$ cat src/rtl/mskaes_pkg.sv
// Shared encodings for the masked AES round controller: key sizes, round counts, FSM states.
package mskaes_pkg;

  localparam logic [1:0] KS_128 = 2'd0;
  localparam logic [1:0] KS_192 = 2'd1;
  localparam logic [1:0] KS_256 = 2'd2;

  localparam int NR_128 = 10;
  localparam int NR_192 = 12;
  localparam int NR_256 = 14;

  typedef enum logic [1:0] {
    IDLE  = 2'd0,
    ROUND = 2'd1,
    LAST  = 2'd2,
    DONE  = 2'd3
  } state_t;

  function automatic int nr_of(logic [1:0] ks);
    case (ks)
      KS_192:  return NR_192;
      KS_256:  return NR_256;
      default: return NR_128;
    endcase
  endfunction

endpackage

$ cat src/rtl/mskaes_cnt.sv
// Up-counter with synchronous clear (priority over increment) and async active-high reset.
module mskaes_cnt #(
  parameter int W = 4
) (
  input  logic         clk,
  input  logic         rst,
  input  logic         clr,
  input  logic         inc,
  output logic [W-1:0] q
);

  always_ff @(posedge clk or posedge rst) begin
    if (rst) begin
      q <= '0;
    end else if (clr) begin
      q <= '0;
    end else if (inc) begin
      q <= q + W'(1);
    end
  end

endmodule

$ cat src/rtl/mskaes_round_ctrl.sv
// Round sequencer for the masked AES core: Nr rounds of SBOX_LAT+1 cycles, out_valid at accept+Nr*(SBOX_LAT+1)+1.
// Result is held in DONE until out_ready; no block is accepted in DONE, so back-to-back blocks see one bubble.
module mskaes_round_ctrl
  import mskaes_pkg::*;
#(
  parameter int SBOX_LAT = 4,
  parameter int CNT_W    = 4
) (
  input  logic             clk,
  input  logic             rst,
  input  logic             in_valid,
  output logic             in_ready,
  input  logic [1:0]       key_size,
  output logic             out_valid,
  input  logic             out_ready,
  output logic             feed_in,
  output logic             state_reg_en,
  output logic             key_reg_en,
  output logic             state_mux_last,
  output logic             sb_valid_in,
  output logic             ks_in_valid,
  output logic             ks_rcon_update,
  output logic             ks_rcon_rst,
  output logic [CNT_W-1:0] round_idx,
  output logic [1:0]       key_size_q
);

  localparam logic [CNT_W-1:0] LAT_C = CNT_W'(SBOX_LAT);

  state_t           state_q, state_d;
  logic [CNT_W-1:0] cnt;
  logic [CNT_W-1:0] round_q;
  logic [CNT_W-1:0] pen_idx;
  logic [1:0]       ks_q;
  logic             accept, busy, rnd_end;

  assign accept  = (state_q == IDLE) && in_valid;
  assign busy    = (state_q == ROUND) || (state_q == LAST);
  assign rnd_end = busy && (cnt == LAT_C);
  assign pen_idx = CNT_W'(nr_of(ks_q) - 2);

  mskaes_cnt #(.W(CNT_W)) u_cyc_cnt (
    .clk (clk),
    .rst (rst),
    .clr (accept || rnd_end),
    .inc (busy),
    .q   (cnt)
  );

  mskaes_cnt #(.W(CNT_W)) u_round_cnt (
    .clk (clk),
    .rst (rst),
    .clr (accept),
    .inc (rnd_end),
    .q   (round_q)
  );

  // Reserved encoding 3 is folded onto AES-128 at capture time.
  always_ff @(posedge clk or posedge rst) begin
    if (rst) begin
      ks_q <= KS_128;
    end else if (accept) begin
      ks_q <= (key_size == 2'd3) ? KS_128 : key_size;
    end
  end

  always_ff @(posedge clk or posedge rst) begin
    if (rst) begin
      state_q <= IDLE;
    end else begin
      state_q <= state_d;
    end
  end

  always_comb begin
    state_d        = state_q;
    in_ready       = 1'b0;
    out_valid      = 1'b0;
    feed_in        = 1'b0;
    state_reg_en   = 1'b0;
    key_reg_en     = 1'b0;
    state_mux_last = 1'b0;
    sb_valid_in    = 1'b0;
    ks_in_valid    = 1'b0;
    ks_rcon_update = 1'b0;
    ks_rcon_rst    = 1'b0;
    round_idx      = round_q;
    key_size_q     = ks_q;

    case (state_q)
      IDLE: begin
        in_ready     = 1'b1;
        feed_in      = 1'b1;
        state_reg_en = 1'b1;
        key_reg_en   = 1'b1;
        if (in_valid) begin
          ks_rcon_rst = 1'b1;
          state_d     = ROUND;
        end
      end
      ROUND, LAST: begin
        sb_valid_in = (cnt == '0);
        ks_in_valid = (cnt == '0);
        if (rnd_end) begin
          state_reg_en   = 1'b1;
          key_reg_en     = 1'b1;
          ks_rcon_update = 1'b1;
          if (state_q == LAST) begin
            state_mux_last = 1'b1;
            state_d        = DONE;
          end else if (round_q == pen_idx) begin
            state_d = LAST;
          end
        end
      end
      DONE: begin
        out_valid = 1'b1;
        if (out_ready) begin
          state_d = IDLE;
        end
      end
      default: state_d = IDLE;
    endcase

    // Outputs are forced low for the whole time reset is asserted.
    if (rst) begin
      in_ready       = 1'b0;
      out_valid      = 1'b0;
      feed_in        = 1'b0;
      state_reg_en   = 1'b0;
      key_reg_en     = 1'b0;
      state_mux_last = 1'b0;
      sb_valid_in    = 1'b0;
      ks_in_valid    = 1'b0;
      ks_rcon_update = 1'b0;
      ks_rcon_rst    = 1'b0;
      round_idx      = '0;
      key_size_q     = 2'd0;
    end
  end

endmodule

$ cat config.mk
export PLATFORM = sky130hd
export DESIGN_NAME = mskaes_round_ctrl
export DESIGN_NICKNAME = d
export VERILOG_FILES = /design/src/rtl/mskaes_pkg.sv /design/src/rtl/mskaes_cnt.sv /design/src/rtl/mskaes_round_ctrl.sv
export SDC_FILE = /design/constraint.sdc
export NUM_CORES = 1
export LEC_CHECK = 0
export ABC_CLOCK_PERIOD_IN_PS = 1800
export CORE_MARGIN = 8
export CORE_UTILIZATION = 45
export DETAILED_ROUTE_END_ITERATION = 10
export DONT_BUFFER_PORTS = 1
export GPL_ROUTABILITY_DRIVEN = 0
export GPL_TIMING_DRIVEN = 0
export PLACE_DENSITY_LB_ADDON = 0.25
export SYNTH_ARGS = -nofsm -noshare
export SYNTH_HDL_FRONTEND = slang
export SYNTH_SLANG_ARGS = --single-unit
$ cat constraint.sdc
create_clock -name clk -period 1.8 [get_ports clk]
set_input_delay 0.36 -clock clk [delete_from_list [all_inputs] [get_ports clk]]
set_output_delay 0.36 -clock clk [all_outputs]
set_load 0.02 [all_outputs]
==> flow_summary_export.csv <==
group,metric,value,unit
outcome,run_status,"complete, but fails checks",
outcome,violations,"setup timing",
timing,fin_tns_setup,-1490,ps
critical_path,worstSetupStartpoint,"u_cyc_cnt.q[0]",
synth,ys_types,33,
clocking,root_buffer,"clkbuf_4",
synth,yosysWarnings,0,
job,cap_violations,0,
routing,drc,0,
power,power,1.87,mW
critical_path,path_class,"reg -> out",
clocking,cts_sinks,12,
placed_design,dp_slack,-439,ps
min_path,hold_path.class,"in -> async",
critical_path,cp_max_fo,3,
critical_path,end_kind,"output port",
floorplanning,die_w,59.9,um
placed_design,postPlaceCellArea,935,um2
routing,drt-initial-drc-count,16,
clocking,clock_latency,270,ps
power,combPwrFrac,60.9,%
critical_path,start_kind,"register",
routing,via_per_inst,5.15,
synth,seq_area_frac_synth,34.6,%
timing,drv_slew,0,
global_routing,grt_max_degree,15,
cells_and_area,area_delta_synth_final,22.9,%
cells_and_area,diodes,0,
power,netSwitchingPower,0.822,mW
synth,postSynthCellCount,98,
global_routing,grtUsageTotal,11.2,%
power,p_leak,0.494,nW
clocking,cts_made_buffers,3,
timing,worst_pin_slew,416,ps
clocking,ctsHtreeMaxLevel,1,
critical_path,crit_required,1440,ps
timing,setup_viol_count_final,6,
cells_and_area,fin_area,0.00107,mm2
critical_path,reg2reg_depth,9,
routing,postRouteAntennaNets,0,
timing,final-hold-violation-count,0,
power,p_seq_share,27.6,%
placed_design,hpwl,1400,um
power,power_density,1750,mW/mm2
floorplanning,core_region_area,0.00188,mm2
global_routing,antenna_found_initial,0,
cells_and_area,nets,125,
clocking,cts_max_path_buffers,2,
placed_design,io_buffers,0,
floorplanning,fp.dieH,59.9,um
critical_path,worstPathArrival,1900,ps
synth,synth_area,867,um2
floorplanning,row_count,16,
critical_path,r2r_setup_slack,110,ps
power,swShare,44.0,%
global_routing,grt_pass1_vias,650,
routing,vias,701,
routing,drt_pass1_iterations,2,
synth,syn_area_per_cell,8.85,um2
synth,yosys_register_bits,12,
routing,routed_wl,1890,um
critical_path,r2r_start,"u_cyc_cnt.q[0]",
timing,rsz0062_at_grt,"yes",
floorplanning,start_util,46.1,%
power,share_clk_of_total_power,11.5,%
floorplanning,die_area,0.00359,mm2
power,p_int,1.05,mW
global_routing,grt-ovfl-total,0,
clocking,clkTransAtPathRegs,80,ps
clocking,tritoncts,"done",
global_routing,grt_pass1_wl,3020,um
timing,max-slew-margin-rel,72.2,%
timing,skew,4.27,ps
clocking,ctsHoldBuffers,0,
timing,period_minus_slack,2260,ps
timing,max_freq,442,MHz
floorplanning,io_pins,22,
synth,syn-num-nets,113,
timing,fin_crit_sh,126,%
routing,wire_per_inst,13.9,um
cells_and_area,layout-drive-gt1-share,31.2,%
cells_and_area,fill_cells,189,
power,peakVddDrop,0.881,mV
timing,setup_slack,-464,ps
per-stage QoR:
step / hold WS (ps) / util [%] / cells
floorplan: 439 / - / 98
CTS: 179 / 55.1 / 134
global route: 218 / 56.6 / 136
global placement: 515 / 49.7 / 125
detailed placement: 520 / 49.7 / 125
finish: 177 / 56.6 / 136
final cells by class:
cell class,instances,area (um2),area share [%]
clock buffers,4,36.3,3.40
well taps,27,33.8,3.17
multi-input cells,70,556,52.1
inverters,10,37.5,3.52
flip-flops and latches,12,300,28.2
repair buffers,8,63.8,5.99
plain buffers,5,38.8,3.64
cell usage in the layout, fill, tap and decap left out, types with 2 or more instances in the layout:
cell type / synthesis / layout
nor2_4: 0 / 2
nand2_1: 7 / 6
clkbuf_4: 0 / 3
nor2_2: 0 / 2
xor2_1: 4 / 4
ha_1: 9 / 7
nand2b_1: 2 / 2
xnor2_1: 2 / 2
buf_6: 0 / 3
nor2b_4: 1 / 2
dfrtp_1: 12 / 12
nand3_1: 2 / 2
nor2b_1: 4 / 3
and3_1: 2 / 2
inv_1: 8 / 7
nand4_1: 2 / 2
o21ai_1: 2 / 2
nand4b_1: 2 / 2
nor2_1: 13 / 9
inv_2: 1 / 2
buf_4: 3 / 8
nand3b_1: 2 / 2
a21oi_1: 3 / 3
cell families after synthesis:
family	count (synthesis)	synth area share [%]
compound gates	12	9.96
simple gates	43	28.1
xor+xnor	6	6.06
buf+inv	16	8.22
flops	12	34.6
fa+ha+maj	9	13.0
critical path, stage by stage, from the launching register on:
cell and delay, ps:
dfrtp_1 390, inv_1 60, ha_2 170, nor2b_4 150
nand2_2 80, nor3b_4 360, nor2_2 100, nor2_4 180
buf_6 150
synth_stat cells:
cell	number	area share [%]
a211oi_2	1	1.4
nand4b_1	2	2.0
and2_1	2	1.4
a21o_1	1	0.87
o22a_1	1	1.0
nor2b_1	4	2.9
ha_1	9	13
nand3b_1	2	1.7
nor3b_2	1	1.4
xnor2_1	2	2.0
and3_1	2	1.4
dfrtp_1	12	35
clkinv_1	1	0.43
nor2b_4	1	1.6
nand3_1	2	1.2
or3_1	1	0.72
nand4_1	2	1.4
xor2_1	4	4.0
o21ai_2	1	1.0
o21ai_1	2	1.2
nand2_1	7	3.0
inv_2	1	0.43
a21oi_1	3	1.7
nand2b_1	2	1.4
clkbuf_1	3	1.3
nor2b_2	1	1.0
o22ai_1	1	0.72
and4b_1	1	1.2
o21a_1	1	0.87
inv_1	8	3.5
o311a_1	1	1.2
buf_4	3	2.6
nor2_1	13	5.6
per-layer routing:
layer  global-route usage, %  vias up  share of wire, %
met5                       0        -                 0
met4                    7.14        0               1.4
met3                    3.66        4               6.8
met2                    19.1       17                50
met1                    11.4      338                41
li1                        -      342                 -
worst paths after layout:
| path | to |
|---|---|
| min in group clk | ks_q[1] |
| min | state_q[0] |
| min reg2reg | ks_q[1] |
| max reg2reg | u_round_cnt.q[3] |
| max in group asynchronous | u_cyc_cnt.q[3] |
| max | state_reg_en |
registers in the layout, summed over array words and instances (netlist names):
signal         cells
state_q            2
ks_q               2
u_round_cnt.q      4
u_cyc_cnt.q        4
power by group through the flow:
stage | clock, mW | combinational, mW | sequential, mW
6_report | 0.215 | 1.14 | 0.516
5_1_grt | 0.234 | 1.26 | 0.533
4_1_cts | 0.223 | 1.09 | 0.515
3_5_place_dp | 0 | 0.941 | 0.548
3_3_place_gp | 0 | 0.906 | 0.539
2_1_floorplan | 0 | 0.810 | 0.511
timing repair:
item                       CTS  global route
cloned                       0             0
pin swaps                    3             1
setup buffers                6             2
setup endpoints to repair    8             9
gates resized for setup      9             4
(Power assumes the default switching activity.)
